[src/rtl/arbiter_rr.sv]
// arbiter_rr: round-robin burst arbiter muxing NUM_SLV slave beat streams into one FIFO push port.
// Define ARB_PERF_CNT_EN to add saturating per-slave accept counters on perf_cnt.
module arbiter_rr #(
  parameter int DW = 32,
  parameter int NUM_SLV = 4,
  parameter int BURST_LEN = 16,
  localparam int SW = $clog2(NUM_SLV)
) (
  input  logic                   clk,
  input  logic                   rst,
  input  logic [2*NUM_SLV-1:0]   slv_mode,
  input  logic [NUM_SLV-1:0]     slv_data_valid,
  input  logic [DW*NUM_SLV-1:0]  slv_data,
  input  logic [8*NUM_SLV-1:0]   slv_proc_valid,
  output logic [NUM_SLV-1:0]     slv_ready,
  input  logic                   fifo_full,
  input  logic                   mstr_cmplt,
  output logic [1:0]             slvx_mode,
  output logic [DW-1:0]          slvx_data,
  output logic [7:0]             slvx_proc_val,
  output logic                   slvx_data_valid,
`ifdef ARB_PERF_CNT_EN
  output logic [SW-1:0]          data_source,
  output logic [16*NUM_SLV-1:0]  perf_cnt
`else
  output logic [SW-1:0]          data_source
`endif
);
  typedef enum logic {IDLE, GRANT} state_t;
  state_t state;
  logic [SW-1:0] gnt_idx, rr_ptr, nxt_ptr, srch, off, sel;
  logic [SW:0] sum;
  logic [7:0] beat_cnt;
  logic [NUM_SLV-1:0] req, rot;
  logic [NUM_SLV-1:0][1:0] mode_v;
  logic [NUM_SLV-1:0][DW-1:0] data_v;
  logic [NUM_SLV-1:0][7:0] proc_v;
  logic rdy, acc, done;
  assign mode_v = slv_mode;
  assign data_v = slv_data;
  assign proc_v = slv_proc_valid;
  always_comb begin
    for (int i = 0; i < NUM_SLV; i++) req[i] = |mode_v[i];
  end
  assign rdy = state == GRANT && !fifo_full && !mstr_cmplt && req[gnt_idx];
  assign acc = rdy && slv_data_valid[gnt_idx];
  always_comb begin
    for (int i = 0; i < NUM_SLV; i++) slv_ready[i] = rdy && gnt_idx == SW'(i);
  end
  // a burst ends on its last accepted beat or as soon as the granted slave stops requesting
  assign done = state == GRANT && (!req[gnt_idx] || (acc && beat_cnt == 8'(BURST_LEN - 1)));
  assign nxt_ptr = gnt_idx == SW'(NUM_SLV - 1) ? '0 : gnt_idx + SW'(1);
  assign srch = state == GRANT ? nxt_ptr : rr_ptr;
  // rotate so bit 0 is the search start; the lowest set bit is the winner's offset
  always_comb begin
    rot = NUM_SLV'({req, req} >> srch);
    off = '0;
    for (int k = NUM_SLV - 1; k >= 0; k--) if (rot[k]) off = SW'(k);
  end
  assign sum = {1'b0, srch} + {1'b0, off};
  assign sel = sum >= (SW+1)'(NUM_SLV) ? SW'(sum - (SW+1)'(NUM_SLV)) : SW'(sum);
  always_ff @(posedge clk or posedge rst) begin
    if (rst) begin
      state <= IDLE;
      gnt_idx <= '0;
      rr_ptr <= '0;
      beat_cnt <= '0;
      slvx_mode <= '0;
      slvx_data <= '0;
      slvx_proc_val <= '0;
      slvx_data_valid <= 1'b0;
      data_source <= '0;
    end else begin
      slvx_data_valid <= acc;
      if (acc) begin
        slvx_mode <= mode_v[gnt_idx];
        slvx_data <= data_v[gnt_idx];
        slvx_proc_val <= proc_v[gnt_idx];
        data_source <= gnt_idx;
      end
      if (mstr_cmplt) state <= IDLE;
      else if (state == IDLE || done) begin
        if (done) rr_ptr <= nxt_ptr;
        state <= |req ? GRANT : IDLE;
        gnt_idx <= |req ? sel : gnt_idx;
        beat_cnt <= '0;
      end else if (acc) beat_cnt <= beat_cnt + 8'd1;
    end
  end
`ifdef ARB_PERF_CNT_EN
  logic [NUM_SLV-1:0][15:0] pc;
  assign perf_cnt = pc;
  always_ff @(posedge clk or posedge rst) begin
    if (rst) pc <= '0;
    else for (int i = 0; i < NUM_SLV; i++) if (acc && gnt_idx == SW'(i) && pc[i] != 16'hFFFF) pc[i] <= pc[i] + 16'd1;
  end
`else
`endif
endmodule
[config.mk]
export PLATFORM = sky130hd
export DESIGN_NAME = arbiter_rr
export DESIGN_NICKNAME = d
export VERILOG_FILES = /design/src/rtl/arbiter_rr.sv
export SDC_FILE = /design/constraint.sdc
export NUM_CORES = 1
export LEC_CHECK = 0
export BUFFER_PORTS_ARGS = -buffer_cell sky130_fd_sc_hd__buf_2
export CORE_MARGIN = 8
export CORE_UTILIZATION = 47
export CTS_CLUSTER_SIZE = 10
export DETAILED_ROUTE_END_ITERATION = 6
export PLACE_DENSITY = 0.87
export SLEW_MARGIN = 0
export SYNTH_ARGS = -nofsm -noshare
export SYNTH_HDL_FRONTEND = slang
export SYNTH_SLANG_ARGS = --single-unit
[constraint.sdc]
create_clock -name clk -period 3.06 [get_ports clk]
set_input_delay 0.153 -clock clk [delete_from_list [all_inputs] [get_ports clk]]
set_output_delay 0.153 -clock clk [all_outputs]
set_load 0.02 [all_outputs]
## Word level (Yosys, flattened, before mapping)

Index checks and enable logic that the tools add are counted.

- Register bits: 58
- Bits in latches: 0
- RAM bits: 0
- Memory bits (read-only): 0
- Input port bits: 176
- Output and inout port bits: 49
- Memories: 0

- Add/subtract/negate cells: 4
- Multipliers: 0
- Div/mod/pow operators: 0
- Magnitude comparators: 2
- Eq/ne operators: 4
- Shifts and indexed selects: 1
- Multiplexer cells: 22
- Bitwise logic cells: 2
- Reductions and logical operators: 26

Operators by type and width:

| operator | number |
|---|---|
| $bmux W32 S2 | 1 |
| $mux W32 | 1 |
| $mux W8 | 3 |
| $bmux W8 S2 | 1 |
| $mux W2 | 8 |
| $logic_and A1 B1 Y1 | 10 |
| $add A8 B1 Y8 const B | 1 |
| $eq A8 B4 Y1 const B | 1 |
| $reduce_or A2 Y1 | 4 |
| $reduce_or A8 Y1 | 1 |
| $shr A8 B2 Y4 | 1 |
| $reduce_and A3 Y1 | 2 |
| $mux W1 | 5 |
| $bmux W1 S2 | 2 |
| $bmux W2 S2 | 1 |
| $eq A2 B2 Y1 const B | 2 |
| $reduce_bool A2 Y1 | 2 |
| $add A2 B2 Y3 | 1 |
| $ge A3 B3 Y1 const B | 1 |
| $logic_not A1 Y1 | 3 |
| $lt A2 B3 Y1 const B | 1 |
| $add A2 B1 Y2 const B | 1 |
| $eq A2 B1 Y1 const B | 1 |
| $logic_not A2 Y1 | 1 |
| other kinds (4) | 6 |

## Depth between registers and ports, before layout

Gate-level depths: netlist (run 1).

- Depth in word-level cells: 11
- Mapped depth: 8

## Worst setup path before layout (run 1)

No wires, ideal clock.

- Path type: flip-flop to flip-flop
- Start: register gnt_idx[0]
- End: register slvx_data[0]
- Setup time: 0.128 ns
- Arrival: 1.883 ns
- Slack: 1.050 ns
- Cell stages (with the launch flop): 5
- Buffers on the path: 2
- Period minus slack after synthesis: 2.010 ns
- Cell sequence: dfrtp_1 buf_4 clkbuf_1 mux4_2 mux2_1

- Cells in the longest elaborated chain, start to end: 4

RTL lines:

| element | RTL line | text |
|---|---|---|
| start: declaration | 31 | `logic [SW-1:0] gnt_idx, rr_ptr, nxt_ptr, srch, off, sel;` |
| start signal: assignment | 85 | `gnt_idx <= \|req ? sel : gnt_idx;` |
| $bmux W1 S2 | 45 | `assign rdy = state == GRANT && !fifo_full && !mstr_cmplt && req[gnt_idx];` |
| $mux W1 (not written as such) | 45 |  |
| $logic_and A1 B1 Y1 | 45 |  |
| $logic_and A1 B1 Y1 | 46 | `assign acc = rdy && slv_data_valid[gnt_idx];` |
| end signal: assignment | 77 | `slvx_data <= data_v[gnt_idx];` |
| end: declaration | 19 | `output logic [DW-1:0] slvx_data,` |

Several ways; a longest one is shown, not always the timed one. The select of a mux whose other input is x is not followed.
A chain may end at the register's enable or synchronous reset.

## Worst setup path after layout (run 1)

- Start: register gnt_idx[1]
- End: register slvx_data[31]

Same word-level chain as after synthesis.

==> impl_table.tex, run 1 <==
\begin{tabular}{lr}
\hline
Metric & Value \\
\hline
\multicolumn{2}{l}{\textbf{Status}} \\
Status & finished with violations \\
Failing checks & hold timing \\
\multicolumn{2}{l}{\textbf{Placed design}} \\
DPL Wire Length & slightly below 10 mm \\
Routability-driven placement congestion ratio & 0.860 \\
Count of port buffers added during placement & 224 \\
Number of placed instances with taps included & between 500 and 600 \\
\multicolumn{2}{l}{\textbf{Clock tree}} \\
Worst skew pair latency & around 320 ps \\
Number of H-tree levels & 3 \\
Total clock buffers created by CTS & 9 \\
Clock tree from TritonCTS & yes \\
Post-CTS Setup Repair Bufs & 0 \\
Sinks on Clock Net & 58 \\
PostCTS Resize Cnt & 0 \\
Cell chosen for the clock root & clkbuf\_8 \\
Number of buffers inserted by hold repair at cts & 0 \\
Clock-pin slew on the worst setup and hold paths & 70 ps \\
Bufs on Longest Clock Path & 2 \\
\multicolumn{2}{l}{\textbf{Finish}} \\
Net total in the final layout & about 660 \\
Share of cells above drive strength 1 & between 60 and 70\% \\
Diodes inserted & 0 \\
Final Core Density & 66.7\% \\
Layout area overhead & 39.8\% \\
Number of fill cells in the layout & $\sim$570 \\
Non-filler instance count after layout & 581 \\
\multicolumn{2}{l}{\textbf{Hold path}} \\
Hold Path Class & primary input to async pin \\
\multicolumn{2}{l}{\textbf{Global routing}} \\
Overflow left after global routing & 0 \\
Wire length of the first global-routing pass & 18.8 mm \\
GRT Total Usage & 21.7\% \\
Largest net degree at the start of global routing & between 40 and 50 \\
Number of antenna violations at the first check in global routing & 2 \\
Via count of the first global-routing pass & about 3800 \\
\multicolumn{2}{l}{\textbf{STA}} \\
Post-route worst hold slack & -25.0 ps \\
Fin crit share & 76.2\% \\
Worst slew pin tran & 800 ps \\
Final hold vios & 24 \\
Unrepaired setup endpoints after global routing & no \\
Number of endpoints failing setup at the final stage & 0 \\
Worst clock skew on the final layout & just over 5 ps \\
Final number of max-transition violations & 0 \\
Worst slew margin relative to its limit & 46.6\% \\
Max frequency & 429 MHz \\
Final critical-path required period & between 2000 and 2500 ps \\
Final total negative setup slack & 0 ps \\
\multicolumn{2}{l}{\textbf{Floorplanning}} \\
Number of top-level pins & 225 \\
Die area & 10700 um2 \\
Floorplan die width & 104 um \\
Height of the die & 104 um \\
Effective utilization at floorplan & 47.7\% \\
Std-Cell Rows & 32 \\
Standard cell core area & between 7000 and 8000 um2 \\
\multicolumn{2}{l}{\textbf{Setup path}} \\
Arrival time at the worst endpoint & 2530 ps \\
Kind of end point of the critical path & register \\
CP Data Required Time & 3260 ps \\
Startpoint type of the worst setup path & register \\
Worst Path Class, Setup & register to register \\
Largest fanout of any net on the critical path & 32 \\
\multicolumn{2}{l}{\textbf{Route}} \\
Sum of routed wire length over all layers & between 10 and 15 mm \\
Count of antenna-violating nets left after detailed routing & 0 \\
Detailed-route wire length per cell & 20.1 um \\
DRT iter0 DRCs & between 100 and 150 \\
Number of vias after detailed routing & 3203 \\
Post-route DRC violation count & 0 \\
Ratio of routed vias to standard cells & 5.51 \\
Router iterations before antenna repair & 4 \\
\multicolumn{2}{l}{\textbf{Yosys}} \\
Most instantiated library cell after synthesis & dfrtp\_1 \\
Average footprint of a synthesized cell & $\sim$14 um2 \\
Primary flip-flop cell chosen by synthesis mapping & dfrtp\_1 \\
EDFF count, synth & 0 \\
Number of distinct standard cells referenced by the synthesized netlist & 38 \\
Area fraction of the dominant cell type after synthesis & 40.2\% \\
Post-Synthesis Cell Area & 3610 um2 \\
Post-synth net total & 432 \\
Share of synthesized flip-flops with an asynchronous set or reset & 100\% \\
Number of flip-flops and latches in the synthesized netlist & 58 \\
Cell types with the highest counts after synthesis & dfrtp\_1, mux4\_2, mux2\_2 \\
Warnings from Yosys & 0 \\
Leading post-synthesis cells by cell area & dfrtp\_1, mux4\_2, mux2\_2 \\
Post-Syn Instances & 251 \\
Top cell type by total area after synthesis & dfrtp\_1 \\
Portion of the post-synthesis area used by sequential elements & between 40\% and 50\% \\
\multicolumn{2}{l}{\textbf{Power}} \\
Leakage power figure & 2.51 nW \\
Design Power & approximately 4.4 mW \\
Worst-case vdd ir drop & 0.544 mV \\
Power Density & 870 nW/um2 \\
\multicolumn{2}{l}{\textbf{Job}} \\
Max-capacitance violation count & 0 \\
\hline
\end{tabular}
metrics by stage:
stage          setup WS (ps)  hold WS (ps)  instance area [um2]
3_3_place_gp             795           347                 4810
2_1_floorplan           1050           243                 3610
4_1_cts                  743          9.83                 5050
6_report                 728         -25.0                 5050
3_5_place_dp             750           363                 4810
5_1_grt                  613          41.4                 5050
where the power goes:
part	switching (mW)	leakage (nW)	internal, mW	total (mW)
sequential	0.181	0.716	1.09	1.27
clock	0.291	0.119	0.524	0.815
combinational	1.21	1.68	1.10	2.31
total	1.68	2.51	2.71	4.39
sequential cells by signal, indices dropped and copies added (netlist names):
signal and flops:
rr_ptr 2, gnt_idx 2, state 1, slvx_data 32, slvx_data_valid 1, slvx_proc_val 8
data_source 2, slvx_mode 2, beat_cnt 8
routing by layer:
metal / global-route usage (%) / vias to the layer above / wire [um]
met5: 0 / - / 27
li1: - / 1434 / -
met3: 7.93 / 23 / 875
met1: 22.5 / 1569 / 4440
met4: 8.07 / 4 / 227
met2: 39.0 / 173 / 6080
worst max-delay path, stage by stage, from the launching register on:
cell,delay (ps)
dfrtp_2,420
inv_2,110
mux4_2,650
nand3_2,370
buf_12,270
mux2_2,360
final timing paths:
| path | startpoint | end | slack [ps] | depth (start not counted) |
|---|---|---|---|---|
| setup / recovery | gnt_idx[1]$_DFFE_PP0P_ | slvx_data[31]$_DFFE_PP0P_ | 730 | 5 |
| hold / removal | rst | slvx_data[23]$_DFFE_PP0P_ | -30 | 2 |
| setup reg to reg | gnt_idx[1]$_DFFE_PP0P_ | slvx_data[31]$_DFFE_PP0P_ | 730 | 5 |
| hold reg to reg | data_source[0]$_DFFE_PP0P_ | data_source[0]$_DFFE_PP0P_ | 490 | 2 |
| max in group asynchronous | rst | slvx_data[30]$_DFFE_PP0P_ | 2400 | 3 |
| min in group clk | mstr_cmplt | state$_DFFE_PP0P_ | 130 | 2 |
cell families (layout without fill, tap and decap cells):
group	after synthesis	count (layout)	share of synthesized area, %
fa+ha+maj	5	5	1.73
xor+xnor	7	7	1.70
buf+inv	24	252	3.67
compound gates	17	17	3.08
flops	58	58	40.2
mux	92	92	42.3
simple gates	48	48	7.34
cell type report:
cell class	count	area (um2)	share of cell area, %
timing repair buffer	230	1180	23.3
clock inverter	4	72.6	1.44
clock buffer	12	165	3.27
inverter	6	22.5	0.446
sequential	58	1450	28.8
multi-input combinational	169	2030	40.2
tap	102	128	2.53
placed cells by master (no fill, tap or decap), drive strengths merged, types with 2 or more instances in the layout:
| cell | n |
|---|---|
| nand3 | 2 |
| and3 | 7 |
| mux2i | 3 |
| nand2 | 7 |
| buf | 230 |
| o21ai | 6 |
| a21o | 2 |
| mux2 | 45 |
| inv | 6 |
| bufinv | 2 |
| nor2 | 14 |
| dfrtp | 58 |
| mux4 | 44 |
| a21oi | 3 |
| nand4 | 7 |
| ha | 5 |
| or2 | 4 |
| xor2 | 7 |
| clkbuf | 12 |
(Power assumes the default switching activity.)
==> run 2, diff against run 1 <==
--- a/config.mk
+++ b/config.mk
@@ -5,12 +5,13 @@
 export SDC_FILE = /design/constraint.sdc
 export NUM_CORES = 1
 export LEC_CHECK = 0
+export ABC_AREA = 1
 export BUFFER_PORTS_ARGS = -buffer_cell sky130_fd_sc_hd__buf_2
 export CORE_MARGIN = 8
-export CORE_UTILIZATION = 47
+export CORE_UTILIZATION = 45
 export CTS_CLUSTER_SIZE = 10
 export DETAILED_ROUTE_END_ITERATION = 6
-export PLACE_DENSITY = 0.87
+export PLACE_DENSITY = 0.82
 export SLEW_MARGIN = 0
 export SYNTH_ARGS = -nofsm -noshare
 export SYNTH_HDL_FRONTEND = slang
==> constraint.sdc (replaced) <==
create_clock -name clk -period 2.3 [get_ports clk]
set_input_delay 0.115 -clock clk [delete_from_list [all_inputs] [get_ports clk]]
set_output_delay 0.115 -clock clk [all_outputs]
set_load 0.02 [all_outputs]
==> run 2 against run 1 <==
Effect of this change:
- the run still ends with hold timing left
- wire length grew 27%
- critical path type unchanged
- combinational power grew 68%
- register-to-register slack worse by 540 ps
- clock skew grew 0.63 ps
- critical endpoint is now gnt_idx[1]$_DFFE_PP0P_
- first-iteration DRC count grew to 3.2 times the previous value
- global-route usage up 2.8 points
- synthesized cell count increased by 130%
- count of clock-buffer cells in the layout down 1
==> impl_table.tex, run 2 <==
\begin{tabular}{lr}
\hline
Metric & Value \\
\hline
\multicolumn{2}{l}{\textbf{Global routing}} \\
Overflow left after global routing & 0 (unchanged) \\
Wire length of the first global-routing pass & 23.2 mm (+24\%) \\
Largest net degree at the start of global routing & 59 (+31\%) \\
Number of antenna violations at the first check in global routing & 0 (-2) \\
GRT Total Usage & 24.5\% (+2.8 points) \\
Via count of the first global-routing pass & 4641 (+22\%) \\
\multicolumn{2}{l}{\textbf{Finish}} \\
Share of cells above drive strength 1 & 33.6\% (-35 points) \\
Final std cell area, no fill & 5310 um2 (+5.1\%) \\
Largest register FFs & 32 (unchanged) \\
Most common library cell in the layout ignoring fill and taps & buf\_2 \\
Largest register by flop count & slvx\_data \\
Net total in the final layout & 980 (+50\%) \\
Most frequent cells in the layout & buf\_2, nor2\_1, nand2\_1, o21ai\_0, dfrtp\_1 \\
Diodes inserted & 0 (unchanged) \\
Layout area overhead & 37.0\% \\
Largest registers & slvx\_data x32, beat\_cnt x8, slvx\_proc\_val x8 \\
\multicolumn{2}{l}{\textbf{Route}} \\
Number of vias after detailed routing & 4915 (+53\%) \\
Ratio of routed vias to standard cells & 5.39 (-2.2\%) \\
Detailed-route wire length per cell & 16.2 um (-19\%) \\
Count of antenna-violating nets left after detailed routing & 0 (unchanged) \\
Router iterations before antenna repair & 5 (+1) \\
Post-route DRC violation count & 0 (unchanged) \\
DRT iter0 DRCs & 383 (+220\%) \\
Sum of routed wire length over all layers & 14.8 mm (+27\%) \\
\multicolumn{2}{l}{\textbf{Placed design}} \\
Count of port buffers added during placement & 224 (unchanged) \\
Post-Place Worst Slack & 294 ps (-456 ps) \\
Instance area at placement & 5090 um2 (+5.8\%) \\
DPL Wire Length & 11.3 mm (+17\%) \\
Routability-driven placement congestion ratio & 0.912 (+6.1\%) \\
\multicolumn{2}{l}{\textbf{Power}} \\
Internal power & 3.34 mW (+23\%) \\
Clock network fraction of design power & 15.5\% (-3.0 points) \\
Switching share of power & 49.2\% (+11 points) \\
Proportion of power drawn by flip-flops and latches & 25.3\% (-3.7 points) \\
Leakage power figure & 2.85 nW (+13\%) \\
Design Power & 6.57 mW (+50\%) \\
Power Density & 1240 nW/um2 (+42\%) \\
Worst-case vdd ir drop & 0.619 mV (+14\%) \\
Power dissipated by switching net loads & 3.23 mW (+93\%) \\
Fraction of power consumed by combinational cells & 59.2\% (+6.7 points) \\
\multicolumn{2}{l}{\textbf{Setup path}} \\
Worst Path Class, Setup & register to register \\
Kind of end point of the critical path & register \\
Arrival time at the worst endpoint & 2340 ps (-190 ps) \\
Largest fanout of any net on the critical path & 7 (-78\%) \\
Startpoint type of the worst setup path & register \\
CP Data Required Time & 2530 ps (-730 ps) \\
\multicolumn{2}{l}{\textbf{Yosys}} \\
Area fraction of the dominant cell type after synthesis & 37.5\% (-2.7 points) \\
Most instantiated library cell after synthesis & nor2\_1 \\
Number of distinct standard cells referenced by the synthesized netlist & 32 (-16\%) \\
Post-Synthesis Cell Area & 3870 um2 (+7.2\%) \\
Top cell type by total area after synthesis & dfrtp\_1 \\
Share of synthesized flip-flops with an asynchronous set or reset & 100\% (unchanged) \\
Primary flip-flop cell chosen by synthesis mapping & dfrtp\_1 \\
Post-synth net total & 768 (+78\%) \\
Post-Syn Instances & 587 (+130\%) \\
Warnings from Yosys & 0 (unchanged) \\
Portion of the post-synthesis area used by sequential elements & 37.5\% (-2.7 points) \\
Number of flip-flops and latches in the synthesized netlist & 58 (unchanged) \\
Average footprint of a synthesized cell & 6.60 um2 (-54\%) \\
EDFF count, synth & 0 (unchanged) \\
Cell types with the highest counts after synthesis & nor2\_1, nand2\_1, o21ai\_0 \\
Leading post-synthesis cells by cell area & dfrtp\_1, nor2\_1, nand2\_1 \\
\multicolumn{2}{l}{\textbf{Clock tree}} \\
Clock-pin slew on the worst setup and hold paths & 70 ps (about the same) \\
Clock tree from TritonCTS & yes \\
Number of buffers inserted by hold repair at cts & 0 (unchanged) \\
Cell chosen for the clock root & clkbuf\_8 \\
Number of H-tree levels & 3 (unchanged) \\
Total clock buffers created by CTS & 9 (unchanged) \\
Sinks on Clock Net & 58 (unchanged) \\
Bufs on Longest Clock Path & 2 (unchanged) \\
Worst skew pair latency & 340 ps (+20 ps) \\
\multicolumn{2}{l}{\textbf{STA}} \\
Post-route worst setup slack & 191 ps (-538 ps) \\
Final critical-path required period & 2110 ps (-222 ps) \\
Worst clock skew on the final layout & 5.66 ps (+0.626 ps) \\
Post-route worst hold slack & -12.2 ps (+12.8 ps) \\
Fin crit share & 91.7\% (+16 points) \\
Unrepaired setup endpoints after global routing & no \\
Final total negative setup slack & 0 ps (unchanged) \\
Final hold vios & 29 (+21\%) \\
Final number of max-transition violations & 0 (unchanged) \\
Worst slew margin relative to its limit & 50.7\% (+4.1 points) \\
Worst slew pin tran & 739 ps (-60.8 ps) \\
Number of endpoints failing setup at the final stage & 0 (unchanged) \\
Max frequency & 474 MHz (+11\%) \\
\multicolumn{2}{l}{\textbf{Job}} \\
Max-capacitance violation count & 0 (unchanged) \\
\multicolumn{2}{l}{\textbf{Status}} \\
Failing checks & hold timing \\
Status & finished with violations \\
\multicolumn{2}{l}{\textbf{Floorplanning}} \\
Floorplan die width & 109 um (+4.9\%) \\
Effective utilization at floorplan & 45.3\% (-2.4 points) \\
Height of the die & 109 um (+4.9\%) \\
Standard cell core area & 8550 um2 (+13\%) \\
Die area & 11800 um2 (+10\%) \\
Number of top-level pins & 225 (unchanged) \\
Std-Cell Rows & 34 (+6.3\%) \\
\multicolumn{2}{l}{\textbf{Hold path}} \\
Hold Path Class & primary input to async pin \\
\hline
\end{tabular}
run 2: kinds of logic (layout without fill, tap and decap cells):
group | count (synthesis) | count (layout) | share of synthesized area (%)
and+or+nand+nor | 314 | 314 | 32.7
buffers and inverters | 64 | 281 | 7.11
AOI/OAI and AO/OA | 141 | 141 | 20.0
adders and majority gates | 5 | 5 | 1.61
xor gates and xnor gates | 5 | 5 | 1.13
DFF | 58 | 58 | 37.5
run 2: area by class of cell:
| cell class | instances | area [um2] |
|---|---|---|
| timing repair buffer | 239 | 1250 |
| multi-input combinational | 465 | 2160 |
| tap | 108 | 135 |
| sequential | 58 | 1450 |
| inverter | 26 | 97.6 |
| clock inverter | 5 | 78.8 |
| fill | 804 | 3250 |
| clock buffer | 11 | 131 |
run 2: final timing paths:
kind	from	end	slack (ps)	cells past startpoint
setup / recovery	gnt_idx[0]$_DFFE_PP0P_	gnt_idx[1]$_DFFE_PP0P_	190	12
hold / removal	rst	slvx_data[14]$_DFFE_PP0P_	-10	3
setup reg to reg	gnt_idx[0]$_DFFE_PP0P_	gnt_idx[1]$_DFFE_PP0P_	190	12
hold reg to reg	slvx_data[10]$_DFFE_PP0P_	slvx_data[10]$_DFFE_PP0P_	470	2
max in group asynchronous	rst	gnt_idx[0]$_DFFE_PP0P_	1790	3
min in group clk	mstr_cmplt	state$_DFFE_PP0P_	70	2
run 2: through the flow:
stage	hold WS [ps]	util [%]	std cells
floorplan	193	-	587
global placement	361	59.5	896
detailed placement	384	59.5	896
CTS	13.0	62.0	912
global route	57.9	62.0	912
finish	-12.2	62.0	912
run 2: what timing repair did:
action	CTS	global route
setup buffers	0	0
gates resized for setup	0	3
setup endpoints to repair	0	2
run 2: critical path: stages, from the launching register on:
cell	delay, ps
dfrtp_2	440
buf_4	170
ha_1	240
o21ai_2	250
nand3_1	170
nand3_1	150
nand2_1	70
nand2_1	90
nand4_1	130
nand2_1	120
nand2_1	50
nand3_1	60
nand2_1	50
run 2: power groups by stage:
stage / combinational [mW] / clock (mW) / sequential, mW
after global routing: 4.27 / 1.11 / 1.72
after detailed placement: 3.81 / 0 / 1.68
final: 3.89 / 1.02 / 1.66
after floorplan: 2.18 / 0 / 2.10
after CTS: 3.82 / 1.05 / 1.66
after global placement: 3.70 / 0 / 1.66
run 2: layer usage:
| layer | track usage (%) | wire [um] | up-vias |
|---|---|---|---|
| li1 | - | - | 2368 |
| met1 | 30.1 | 5790 | 2277 |
| met2 | 41.8 | 7470 | 225 |
| met3 | 5.32 | 1190 | 45 |
| met4 | 8.11 | 360 | 0 |
| met5 | 0 | 0 | - |
